$ cat config.mk
export PLATFORM = sky130hd
export DESIGN_NAME = insn_encoder
export DESIGN_NICKNAME = d
export VERILOG_FILES = /design/src/rtl/rv_isa_pkg.sv /design/src/rtl/imm_field_packer.sv /design/src/rtl/insn_encoder.sv
export SDC_FILE = /design/constraint.sdc
export NUM_CORES = 1
export LEC_CHECK = 0
export BUFFER_PORTS_ARGS = -buffer_cell sky130_fd_sc_hd__clkbuf_2
export CORE_MARGIN = 3
export CORE_UTILIZATION = 60
export CTS_CLUSTER_DIAMETER = 40
export CTS_CLUSTER_SIZE = 10
export DETAILED_ROUTE_END_ITERATION = 8
export PLACE_DENSITY = 0.95
export REMOVE_ABC_BUFFERS = 1
export SETUP_SLACK_MARGIN = 0.4
export SYNTH_ARGS = -nofsm -noshare
export SYNTH_HDL_FRONTEND = slang
export SYNTH_SLANG_ARGS = --single-unit
$ cat constraint.sdc
create_clock -name clk -period 6.1 [get_ports clk]
set_input_delay 1.22 -clock clk [delete_from_list [all_inputs] [get_ports clk]]
set_output_delay 1.22 -clock clk [all_outputs]
set_load 0.01 [all_outputs]
$ cat src/rtl/rv_isa_pkg.sv
// rv_isa_pkg: RV32I format codes, opcodes and immediate range limits shared by encoder and extender
package rv_isa_pkg;
    typedef enum logic [2:0] {
        FMT_I  = 3'd0,
        FMT_S  = 3'd1,
        FMT_B  = 3'd2,
        FMT_U  = 3'd3,
        FMT_J  = 3'd4,
        FMT_LI = 3'd5
    } fmt_e;
    localparam logic [6:0] OPC_LUI   = 7'b0110111;
    localparam logic [6:0] OPC_OPIMM = 7'b0010011;
    localparam int IMM12_MIN = -2048;
    localparam int IMM12_MAX = 2047;
    localparam int IMM13_MIN = -4096;
    localparam int IMM13_MAX = 4094;
    localparam int IMM21_MIN = -(1 << 20);
    localparam int IMM21_MAX = (1 << 20) - 2;
    function automatic logic in_range(input logic [31:0] v, input int lo, input int hi);
        return $signed(v) >= lo && $signed(v) <= hi;
    endfunction
endpackage

$ cat src/rtl/imm_field_packer.sv
// imm_field_packer: combinational RV32I field packer with immediate range checking
// Ports: fmt/imm/opcode/funct3/rd/rs1/rs2 in; word = packed instruction, err = range or format error.
// Only I/S/B/U/J are packed here; any other fmt yields word=0, err=1.
module imm_field_packer
    import rv_isa_pkg::*;
(
    input  logic [2:0]  fmt,
    input  logic [31:0] imm,
    input  logic [6:0]  opcode,
    input  logic [2:0]  funct3,
    input  logic [4:0]  rd,
    input  logic [4:0]  rs1,
    input  logic [4:0]  rs2,
    output logic [31:0] word,
    output logic        err
);
    always_comb begin
        word = fmt == FMT_I ? {imm[11:0], rs1, funct3, rd, opcode} :
               fmt == FMT_S ? {imm[11:5], rs2, rs1, funct3, imm[4:0], opcode} :
               fmt == FMT_B ? {imm[12], imm[10:5], rs2, rs1, funct3, imm[4:1], imm[11], opcode} :
               fmt == FMT_U ? {imm[31:12], rd, opcode} :
               fmt == FMT_J ? {imm[20], imm[10:1], imm[11], imm[19:12], rd, opcode} : 32'd0;
        err  = fmt == FMT_I ? !in_range(imm, IMM12_MIN, IMM12_MAX) :
               fmt == FMT_S ? !in_range(imm, IMM12_MIN, IMM12_MAX) :
               fmt == FMT_B ? !in_range(imm, IMM13_MIN, IMM13_MAX) || imm[0] :
               fmt == FMT_U ? imm[11:0] != 12'd0 :
               fmt == FMT_J ? !in_range(imm, IMM21_MIN, IMM21_MAX) || imm[0] : 1'b1;
    end
endmodule

$ cat src/rtl/insn_encoder.sv
// insn_encoder: sequential RV32I instruction assembler with LI -> LUI+ADDI expansion
// Ports: clk, rst (async, active-high); request in_valid/in_ready with in_fmt, in_imm,
// in_opcode, in_funct3, in_rd, in_rs1, in_rs2; response out_valid/out_ready with
// out_insn and out_err (qualified by out_valid).
module insn_encoder
    import rv_isa_pkg::*;
(
    input  logic        clk,
    input  logic        rst,
    input  logic        in_valid,
    output logic        in_ready,
    input  logic [2:0]  in_fmt,
    input  logic [31:0] in_imm,
    input  logic [6:0]  in_opcode,
    input  logic [2:0]  in_funct3,
    input  logic [4:0]  in_rd,
    input  logic [4:0]  in_rs1,
    input  logic [4:0]  in_rs2,
    output logic        out_valid,
    input  logic        out_ready,
    output logic [31:0] out_insn,
    output logic        out_err
);
    typedef enum logic [1:0] {IDLE, OUT1, OUT2} state_e;
    state_e      state;
    logic        pending;
    logic [4:0]  p_rd;
    logic [11:0] p_lo;
    logic [19:0] hi;
    logic        li, two;
    logic [2:0]  pk_fmt, pk_f3;
    logic [31:0] pk_imm, pk_word;
    logic [6:0]  pk_op;
    logic [4:0]  pk_rs1;
    logic        pk_err;
    // LI is rewritten into a plain U (LUI) or I (ADDI x0) request so one packer serves all
    // formats; the ADDI that follows a LUI is built from the latched rd/lo.
    always_comb begin
        hi       = 20'((in_imm + 32'h800) >> 12);
        li       = in_fmt == FMT_LI;
        two      = li && hi != 20'd0;
        pk_fmt   = li ? (two ? 3'(FMT_U) : 3'(FMT_I)) : in_fmt;
        pk_imm   = two ? {hi, 12'd0} : li ? {{20{in_imm[11]}}, in_imm[11:0]} : in_imm;
        pk_op    = li ? (two ? OPC_LUI : OPC_OPIMM) : in_opcode;
        pk_f3    = li ? 3'd0 : in_funct3;
        pk_rs1   = li ? 5'd0 : in_rs1;
        in_ready = state == IDLE || (state == OUT1 && !pending && out_ready) || (state == OUT2 && out_ready);
    end
    imm_field_packer u_packer (
        .fmt(pk_fmt),
        .imm(pk_imm),
        .opcode(pk_op),
        .funct3(pk_f3),
        .rd(in_rd),
        .rs1(pk_rs1),
        .rs2(in_rs2),
        .word(pk_word),
        .err(pk_err)
    );
    always_ff @(posedge clk or posedge rst) begin
        if (rst) begin
            state     <= IDLE;
            out_valid <= 1'b0;
            out_insn  <= 32'd0;
            out_err   <= 1'b0;
            pending   <= 1'b0;
            p_rd      <= 5'd0;
            p_lo      <= 12'd0;
        end else if (state == OUT1 && pending && out_ready) begin
            state    <= OUT2;
            out_insn <= {p_lo, p_rd, 3'b000, p_rd, OPC_OPIMM};
            out_err  <= 1'b0;
            pending  <= 1'b0;
        end else if (in_valid && in_ready) begin
            state     <= OUT1;
            out_valid <= 1'b1;
            out_insn  <= pk_word;
            out_err   <= pk_err;
            pending   <= two;
            p_rd      <= in_rd;
            p_lo      <= in_imm[11:0];
        end else if (out_valid && out_ready) begin
            state     <= IDLE;
            out_valid <= 1'b0;
        end
    end
endmodule

Word level (Yosys, flattened, before mapping) --
Cells that the tools add are included.
Storage, ports and cells: flip-flop bits (word level) 54, input port bits 64, output and inout port bits 35
Cells by class: add/subtract/negate cells 1, magnitude comparators 6, equal/unequal tests 7, multiplexer cells 29, bitwise operators 1, reduce and logical (&&, ||, !) cells 28
Operators with widths (count):
- $mux W32 | 9
- $add A32 B12 Y32 const B | 1
- $ge A32 B12 Y1 const B | 1
- $ge A32 B13 Y1 const B | 1
- $ge A32 B21 Y1 const B | 1
- $le A32 B12 Y1 const B | 1
- $le A32 B13 Y1 const B | 1
- $le A32 B21 Y1 const B | 1
- $reduce_bool A20 Y1 | 1
- $reduce_bool A12 Y1 | 1
- $logic_and A1 B1 Y1 | 11
- $mux W1 | 11
- $mux W2 | 4
- $mux W7 | 1
- $eq A3 B2 Y1 const B | 2
- $eq A3 B3 Y1 const B | 2
- $mux W3 | 2
- $mux W6 | 1
- $mux W5 | 1
- $logic_not A1 Y1 | 4
- $logic_or A1 B1 Y1 | 4
- $reduce_and A2 Y1 | 2
- $reduce_bool A2 Y1 | 2
- $eq A3 B1 Y1 const B | 1
- other kinds (6) | 6

Logic depth before layout (Yosys ltp) --
Gate-level depths: netlist of run 1.
depth after elaboration 15, gate-level depth with buffers 13, gate-level depth less buffers 10

By module --
Synthesis of run 1 repeated with hierarchy kept, for this count alone.
Unflattened totals: cells, all modules 605, area, all modules 4465.5 µm²
By module, submodules not included:
- insn_encoder | instances 1, cells an instance 450, area each 3440.8 µm²
- imm_field_packer | instances 1, cells an instance 155, area each 1024.7 µm²

Worst setup path before layout of run 1 --
Ideal clock, no wire load.
path kind in2reg, start in in_imm[20], end reg out_err, library setup time 0.126 ns, arrival 3.970 ns, required time 5.974 ns, path slack 2.004 ns, cell stages on the path 9, path through buf_2 > nand4_4 > or3_4 > or4_4 > a221oi_4 > nand3_2 > o32a_1 > or4_1 > o311a_1
Between the ends: cells in the longest elaborated chain, start to end 15, elaborated cells between the ends (all ways) 34
Ends and longest elaborated chain:
- from (decl) | RTL line insn_encoder.sv:13 | input logic [31:0] in_imm,
- $add A32 B12 Y32 | RTL line insn_encoder.sv:39 | hi = 20'((in_imm + 32'h800) >> 12);
- $reduce_bool A20 Y1 | RTL line insn_encoder.sv:41 | two = li && hi != 20'd0;
- $logic_and A1 B1 Y1 | RTL line insn_encoder.sv:41
- $mux W32 | RTL line insn_encoder.sv:43 | pk_imm = two ? {hi, 12'd0} : li ? {{20{in_imm[11]}}, in_imm[11:0]} : in_imm;
- $ge A32 B21 Y1 or $le A32 B21 Y1 (tied branches) | RTL line rv_isa_pkg.sv:20 | return $signed(v) >= lo && $signed(v) <= hi;
- $logic_and A1 B1 Y1 | RTL line rv_isa_pkg.sv:20
- $logic_not A1 Y1 | RTL line imm_field_packer.sv:27 | fmt == FMT_J ? !in_range(imm, IMM21_MIN, IMM21_MAX) || imm[0] : 1'b1;
- $logic_or A1 B1 Y1 | RTL line imm_field_packer.sv:27
- $mux W1 | RTL line imm_field_packer.sv:27
- $mux W1 | RTL line imm_field_packer.sv:26 | fmt == FMT_U ? imm[11:0] != 12'd0 :
- $mux W1 | RTL line imm_field_packer.sv:25 | fmt == FMT_B ? !in_range(imm, IMM13_MIN, IMM13_MAX) || imm[0] :
- $mux W1 | RTL line imm_field_packer.sv:24 | fmt == FMT_S ? !in_range(imm, IMM12_MIN, IMM12_MAX) :
- $mux W1 * | RTL line imm_field_packer.sv:23 | err = fmt == FMT_I ? !in_range(imm, IMM12_MIN, IMM12_MAX) :
- $mux W1 * | RTL line insn_encoder.sv:74 | end else if (in_valid && in_ready) begin
- $mux W1 * | RTL line insn_encoder.sv:69 | end else if (state == OUT1 && pending && out_ready) begin
- to (signal assigned) | RTL line insn_encoder.sv:78 | out_err <= pk_err;
- to (decl) | RTL line insn_encoder.sv:22 | output logic out_err
Every way passes the cells marked *; elsewhere a longest branch is shown, timed or not. The select of a mux whose other input is x is not followed. A chain may end at the register's enable or synchronous reset.

Worst setup path in the final report of run 1 --
start in in_imm[11], end reg out_err
The elaborated chain is that of the path after synthesis.

==> results.cfg, run 1 <==
[routing]
drt_pass1_iterations = 5
num_vias = 5130
route.antenna.remaining_nets = 0
route.detailed.wl_per_inst_um = 18.8
drc = 0
route.final.wire_length_um = 14200
detail_route.vias_per_cell = 6.79
detail_route.iter0.violations = 723

[worst_setup_path]
critical-path-max-stage-delay_ns = 0.59
setup.worst_path.end_class = register
setup.worst_path.start_class = input port
cp.buffers_inverters = 1
critical_path.reg2reg.startpoint = state[1]$_DFFE_PP0P_
worst_ep_required_time_ns = 6.30
criticalPathCategory = in2reg
cpMaxStageDelayCell = or4_4
timing.critical_path.cells = clkbuf_2 -> ha_1 -> and3_1 -> nand3_1 -> or4_4 -> a221oi_4 -> nand3_2 -> o32a_1 -> or4_1 -> o311a_1
crit_path_start = in_imm[11]
cpLargestDelayFamily = simple AND/OR/NAND/NOR gates
cp_data_arrival_time_ns = 5.09
path_max_fanout = 19
setup.reg_to_reg.worst_slack_ns = 2.82

[pwr]
power.static_leakage_uw = 0.00220
power_density_nw_per_um2 = 291
irDropWorstVdd_mv = 0.121

[grt]
global_route_wire_length_before_repair_um = 22700
grt_util_overall_pct = 32.8
antenna_found_initial = 0
grt_remaining_overflow = 0
grt_pass1_vias = 4698
maximum_number_of_pins_on_one_net_before_global_route_repair = 55

[synth]
yosysSeqAreaShare_pct = 30.3
yosys_most_used_dff = dfrtp_1
yosys_warnings = 0
yosys_register_bits = 54
synth_enable_flop_cells = 0
postSynthCellCount = 609
synth_area_um2 = 4460
synth_cell_type_count = 69
synth_async_sr_flop_share_pct = 100
postSynthAreaPerCell_um2 = 7.32

[clocking]
cts.reportedPaths.clkPinSlew_ns = 0.10
ctsLongestPathBuffers = 2
cts_sinks = 54
post_cts_resize_count = 0
tritoncts_clock_tree = yes
cts_hold_buffers = 0
htreeDepth = 2
cts_root_buffer = clkbuf_8
total_clock_buffers_created_by_cts = 5
setup_fix_bufs_post_cts = 0
worst_skew_pair.late_latency_ns = 0.31

[finish]
antenna-diode-count = 0
drive_gt1_share_pct = 18.8
finish.utilization_pct = 71.0
nets = 723
area_growth_pct = 11.1
filler_cell_count = 602

[sta]
sum_of_negative_setup_slack_ns = 0
rsz0062_at_grt = false
timing_hold_violations_final = 0
slew-limit-headroom_pct = 27.4
setup_viol = 0
timing_max_transition_violations_final = 0
fin_worst_skew_ns = 0.00577
max_freq_mhz = 205
actual_slew_at_the_worst_max_slew_pin_ns = 1.09
fin_crit_sh_pct = 80.1
finalCriticalPeriod_ns = 4.89

[floorplanning]
fp-row-count = 30
io-pin-count = 99
start_util_pct = 63.9
horizontal_extent_of_the_die_um = 92.2
die_h_um = 92.2
std_cell_core_area_um2 = 6980
fp.dieArea_um2 = 8500

[outcome]
status = complete, no violations

[placed_design]
portBuffers = 98
dp_hpwl_um = 10300
finalWeightedCongestion = 0.943

[job]
max_cap_violations = 0

[worst_hold_path]
hold_path.startpoint = p_lo[2]$_DFFE_PP0P_
hold_path_class = reg2reg
-- report_power, final --
group          switching [uW]  internal, uW  leakage [uW]
logic                     378           238       0.00149
clock network             116          91.5     0.0000472
registers                99.2           521      0.000669
total                     593           851       0.00220
-- synthesized netlist by cell type (3+ instances only) --
cell type | count | area [um^2]
nand3_1 | 24 | 120
a221oi_1 | 7 | 61.3
o221ai_1 | 3 | 26.3
nor4_1 | 10 | 62.6
a22oi_1 | 5 | 37.5
and4_1 | 4 | 35.0
o22ai_1 | 11 | 68.8
or4_1 | 4 | 30.0
o21ai_0 | 47 | 235
nand4_1 | 17 | 106
clkbuf_1 | 45 | 169
a22o_1 | 4 | 35.0
a211oi_1 | 5 | 37.5
o31ai_1 | 7 | 52.6
a2111oi_0 | 3 | 26.3
buf_1 | 6 | 22.5
buf_2 | 7 | 35.0
a31o_2 | 3 | 26.3
and2_1 | 4 | 25.0
mux2i_1 | 12 | 120
dfrtp_1 | 54 | 1350
nor2_1 | 45 | 169
o22a_1 | 3 | 26.3
nand2b_1 | 4 | 25.0
buf_4 | 3 | 22.5
a21o_1 | 3 | 22.5
a21oi_1 | 52 | 260
and3_1 | 9 | 56.3
nand2_1 | 99 | 372
nor3_1 | 18 | 90.1
xnor2_1 | 14 | 123
inv_1 | 15 | 56.3
xor2_1 | 4 | 35.0
o211ai_1 | 8 | 60.1
a41oi_1 | 3 | 26.3
a31oi_1 | 6 | 37.5
-- worst register-to-register path, delay by kind of cell, from the launching register on --
kind            cells  cell delay (ns)
compound gates      4             1.04
buf+inv             2             0.36
flops               1             0.40
simple gates        3             1.37
-- per-stage QoR --
| stage | hold WS (ns) | instances | power (uW) | worst slack (ns) | cell area (um^2) |
|---|---|---|---|---|---|
| finish | 0.488 | 755 | 1440 | 1.21 | 4960 |
| global route | 0.507 | 755 | 1540 | 1.03 | 4960 |
| CTS | 0.488 | 755 | 1440 | 1.26 | 4960 |
| detailed placement | 0.465 | 747 | 1240 | 0.946 | 4860 |
| global placement | 0.458 | 747 | 1200 | 1.08 | 4860 |
| floorplan | 0.446 | 547 | 955 | 1.58 | 4210 |
-- flip-flops by register name, summed over array words and instances, names as in the netlist --
register / count
state: 2
out_err: 1
pending: 1
p_lo: 12
out_insn: 32
out_valid: 1
p_rd: 5
-- layout make-up --
| class | count | area, um^2 | share of cell area (%) |
|---|---|---|---|
| multi-input cells | 478 | 2800 | 56.5 |
| flip-flops and latches | 54 | 1350 | 27.3 |
| repair buffers | 104 | 536 | 10.8 |
| well taps | 96 | 120 | 2.42 |
| clock buffers | 6 | 82.6 | 1.67 |
| inverters | 15 | 56.3 | 1.14 |
| clock inverters | 2 | 12.5 | 0.252 |
-- cells in the final DEF (no fill, tap or decap), types with 3 or more instances in the layout --
cell type and instances:
a41oi_1 3, a21oi_1 52, a31oi_1 6, o211ai_1 8, or4_1 4, o22ai_1 11, o22a_1 3, and3_1 9
nand2b_1 4, a221oi_1 7, a21o_1 3, dfrtp_1 54, clkbuf_8 6, a211oi_1 5, a22oi_1 5, nand4_1 17
buf_4 6, and2_1 4, xnor2_1 14, a31o_2 3, o221ai_1 3, a22o_1 4, mux2i_1 12, nor3_1 18
nor2_1 45, nand3_1 24, clkbuf_2 98, o21ai_0 47, inv_1 14, a2111oi_0 3, o31ai_1 7, nor4_1 10
and4_1 4, xor2_1 4, nand2_1 99
-- worst paths after layout --
path / endpoint / cells past startpoint
setup / recovery: out_err$_DFFE_PP0P_ / 10
hold / removal: p_lo[2]$_DFFE_PP0P_ / 2
setup reg to reg: out_err$_DFFE_PP0P_ / 9
hold reg to reg: p_lo[2]$_DFFE_PP0P_ / 2
max in group asynchronous: p_lo[7]$_DFFE_PP0P_ / 2
min in group asynchronous: p_lo[1]$_DFFE_PP0P_ / 2
-- cell families (layout without fill, tap and decap cells) --
group | Yosys count | count (layout) | synth area share, %
flops | 54 | 54 | 30.3
xor+xnor | 18 | 18 | 3.54
buf+inv | 77 | 127 | 6.96
fa+ha+maj | 2 | 2 | 0.505
compound gates | 188 | 188 | 27.4
simple gates | 256 | 256 | 28.1
mux | 14 | 14 | 3.20
-- routing by layer --
layer | up-vias | share of wire [%] | global-route usage, % | routed length [um]
li1 | 2330 | - | - | -
met1 | 2372 | 39 | 44.4 | 5520
met2 | 377 | 47 | 52.9 | 6690
met3 | 51 | 11 | 4.02 | 1500
met4 | 0 | 3.2 | 14.0 | 456
met5 | - | 0 | 0 | 0
Note: power is estimated with default switching activity, not from simulation.
==> run 2, diff against run 1 <==
--- a/config.mk
+++ b/config.mk
@@ -5,13 +5,14 @@
 export SDC_FILE = /design/constraint.sdc
 export NUM_CORES = 1
 export LEC_CHECK = 0
+export ABC_AREA = 1
 export BUFFER_PORTS_ARGS = -buffer_cell sky130_fd_sc_hd__clkbuf_2
 export CORE_MARGIN = 3
-export CORE_UTILIZATION = 60
+export CORE_UTILIZATION = 50
 export CTS_CLUSTER_DIAMETER = 40
 export CTS_CLUSTER_SIZE = 10
 export DETAILED_ROUTE_END_ITERATION = 8
-export PLACE_DENSITY = 0.95
+export PLACE_DENSITY = 0.85
 export REMOVE_ABC_BUFFERS = 1
 export SETUP_SLACK_MARGIN = 0.4
 export SYNTH_ARGS = -nofsm -noshare
==> constraint.sdc (replaced) <==
create_clock -name clk -period 4.4 [get_ports clk]
set_input_delay 0.88 -clock clk [delete_from_list [all_inputs] [get_ports clk]]
set_output_delay 0.88 -clock clk [all_outputs]
set_load 0.01 [all_outputs]
==> run 2 against run 1 <==
Via count grew 1.4%. Power rose by 14%. Sequential cell count stayed put. Critical path type unchanged. Count of clock-buffer cells in the layout stayed put. Combinational power is 5.5% higher. Register-to-register slack worse by 1.1 ns. Sequential share of layout area fell by 1.4 points. Core utilization down 11 points. Clock skew up 0.0035 ns. Sequential power increased by 16%.
==> results.cfg, run 2 <==
[clocking]
post_cts_resize_count = 0
cts_root_buffer = clkbuf_8
total_clock_buffers_created_by_cts = 5
ctsLongestPathBuffers = 2
tritoncts_clock_tree = yes
htreeDepth = 2
cts_sinks = 54
setup_fix_bufs_post_cts = 0
cts.reportedPaths.clkPinSlew_ns = 0.10
cts_hold_buffers = 0
worst_skew_pair.late_latency_ns = 0.30

[floorplanning]
start_util_pct = 51.9
horizontal_extent_of_the_die_um = 101
die_h_um = 101
fp.dieArea_um2 = 10300
std_cell_core_area_um2 = 8760
io-pin-count = 99
fp-row-count = 34

[routing]
num_vias = 5202
route.antenna.remaining_nets = 0
detail_route.iter0.violations = 348
route.final.wire_length_um = 13300
drt_pass1_iterations = 5
drc = 0
route.detailed.wl_per_inst_um = 14.0
detail_route.vias_per_cell = 5.49

[grt]
grt_pass1_vias = 4725
grt_remaining_overflow = 0
antenna_found_initial = 0
global_route_wire_length_before_repair_um = 21800
maximum_number_of_pins_on_one_net_before_global_route_repair = 55
grt_util_overall_pct = 25.6

[synth]
yosysSeqAreaShare_pct = 29.7
postSynthAreaPerCell_um2 = 6.11
synth_async_sr_flop_share_pct = 100
leading_cell_type_by_number_of_instances_after_synthesis = nand2_1
synth_enable_flop_cells = 0
synth_cell_type_count = 45
share_of_yosys_cell_area_claimed_by_the_top_area_cell_type_pct = 29.7
yosysTopAreaCell = dfrtp_1
yosys_register_bits = 54
synth.cells.most_frequent = nand2_1 (281), nor2_1 (82), inv_1 (76)
yosys_warnings = 0
synth_area_um2 = 4550
post_synth_main_area_contributors = dfrtp_1 (30%), nand2_1 (23%), nand3_1 (6.8%), nor2_1 (6.8%), inv_1 (6.3%)
postSynthCellCount = 745
yosys_most_used_dff = dfrtp_1

[finish]
layout_commonest_cell = nand2_1
largest_register = out_insn
largest_register_ffs = 32
area_growth_pct = 14.7
layout_top_registers = out_insn: 32 flops, p_lo: 12 flops, p_rd: 5 flops
filler_cell_count = 890
antenna-diode-count = 0
drive_gt1_share_pct = 19.1
nets = 903
final_cell_mix = nand2_1 (281), clkbuf_2 (98), nor2_1 (80)

[placed_design]
finalWeightedCongestion = 1.01
portBuffers = 98
dp_hpwl_um = 10400
placement.setup.worst_slack_ns = 0.594

[sta]
post-route-worst-setup-slack_ns = 0.869
finalCriticalPeriod_ns = 3.53
sum_of_negative_setup_slack_ns = 0
actual_slew_at_the_worst_max_slew_pin_ns = 0.744
fin_worst_skew_ns = 0.00922
slew-limit-headroom_pct = 50.3
timing_hold_violations_final = 0
timing_max_transition_violations_final = 0
fin_crit_sh_pct = 80.3
rsz0062_at_grt = false
max_freq_mhz = 283
setup_viol = 0

[worst_setup_path]
path_max_fanout = 20
criticalPathCategory = in2reg
r2r-end = out_insn[15]$_DFFE_PP0P_
setup.worst_path.end_class = register
critical_path.reg2reg.startpoint = state[1]$_DFFE_PP0P_
timing.critical_path.cells = clkbuf_2 -> ha_1 -> nand2_2 -> nor2_4 -> nand2_2 -> nor2_4 -> nand3_1 -> nand2_1 -> nand3_1 -> nor2_2 -> nand3_4 -> nand2_4 -> buf_4 -> nand2_1 -> nand2_1 -> nand2_1 -> nor2_1 -> nand3_1 -> nand2_1 -> nand3_1 -> a21oi_1 -> nand3_1 -> nand2_1
critical-path-max-stage-delay_ns = 0.23
worst-r2r-cell-count = 12
cpMaxStageDelayCell = ha_1
critical-path-top-cell-by-count = nand2_1
setup.worst_path.start_class = input port
setup.reg_to_reg.worst_slack_ns = 1.74
cpLargestDelayFamily = simple AND/OR/NAND/NOR gates
cp.buffers_inverters = 2
cp_data_arrival_time_ns = 3.78
worst_ep_required_time_ns = 4.65

[worst_hold_path]
min_to = p_lo[5]$_DFFE_PP0P_
hold_path_class = reg2reg
hold_path.startpoint = p_lo[5]$_DFFE_PP0P_
hold-path-cell-count = 2

[outcome]
status = complete, no violations

[pwr]
finalPower_uw = 1640
power_density_nw_per_um2 = 315
power.static_leakage_uw = 0.00281
irDropWorstVdd_mv = 0.168

[job]
max_cap_violations = 0
==> run 2: changes by cell type in the layout (fill, tap and decap cells not counted), moves of 15 or more <==
| cell | before | now |
|---|---|---|
| nand3_1 | 24 | 62 |
| inv_1 | 14 | 75 |
| nand2_1 | 99 | 281 |
| nor3_1 | 18 | 3 |
| a21oi_1 | 52 | 12 |
| nor2_1 | 45 | 80 |
==> run 2: kinds of logic after synthesis <==
kind of cell | Yosys count | synth area share [%]
compound gates | 93 | 12.8
xor+xnor | 5 | 0.962
fa+ha+maj | 1 | 0.275
buf+inv | 110 | 10.2
flops | 54 | 29.7
simple gates | 482 | 46.1
==> run 2: final cells by class <==
cell class	count	area (um^2)	area share, %
Sequential cell	54	1350	25.9
Tap cell	108	135	2.59
Clock buffer	6	72.6	1.39
Timing Repair Buffer	111	588	11.3
Multi-Input combinational cell	581	2740	52.5
Clock inverter	2	13.8	0.264
Inverter	85	319	6.11
==> run 2: per-stage QoR <==
stage	instance area (um^2)	hold WS (ns)	cells	util, %
after global placement	5130	0.461	939	58.6
after floorplan	4410	0.449	720	-
after global routing	5220	0.509	947	59.6
after detailed placement	5130	0.465	939	58.6
after CTS	5220	0.490	947	59.6
final	5220	0.487	947	59.6
==> run 2: worst min-delay path: stages (launching register included) <==
cell and delay, ns:
dfrtp_1 0.35, nand2_1 0.05, nand2_1 0.05
==> run 2: worst max-delay path by stage <==
stage	cells after the start	to	slack (ns)	startpoint
after floorplan	20	out_err$_DFFE_PP0P_	-0.71	in_fmt[1]
after global placement	26	out_err$_DFFE_PP0P_	0.64	in_imm[11]
after detailed placement	26	out_err$_DFFE_PP0P_	0.59	in_imm[11]
after CTS	26	out_err$_DFFE_PP0P_	0.93	in_imm[11]
after global routing	23	out_err$_DFFE_PP0P_	0.56	in_imm[11]
final	23	out_err$_DFFE_PP0P_	0.87	in_imm[11]
==> run 2: power breakdown <==
group | switching [uW] | internal (uW)
clock | 159 | 113
sequential | 79.6 | 642
combinational | 413 | 237
total | 651 | 992
==> run 2: metal layers <==
metal  vias up  global-route usage (%)  share of wire [%]
li1       2589                       -                  -
met1      2360                    35.5                 45
met2       221                    43.2                 47
met3        32                    2.41                6.7
met4         0                    6.44                1.9
met5         -                       0                  0
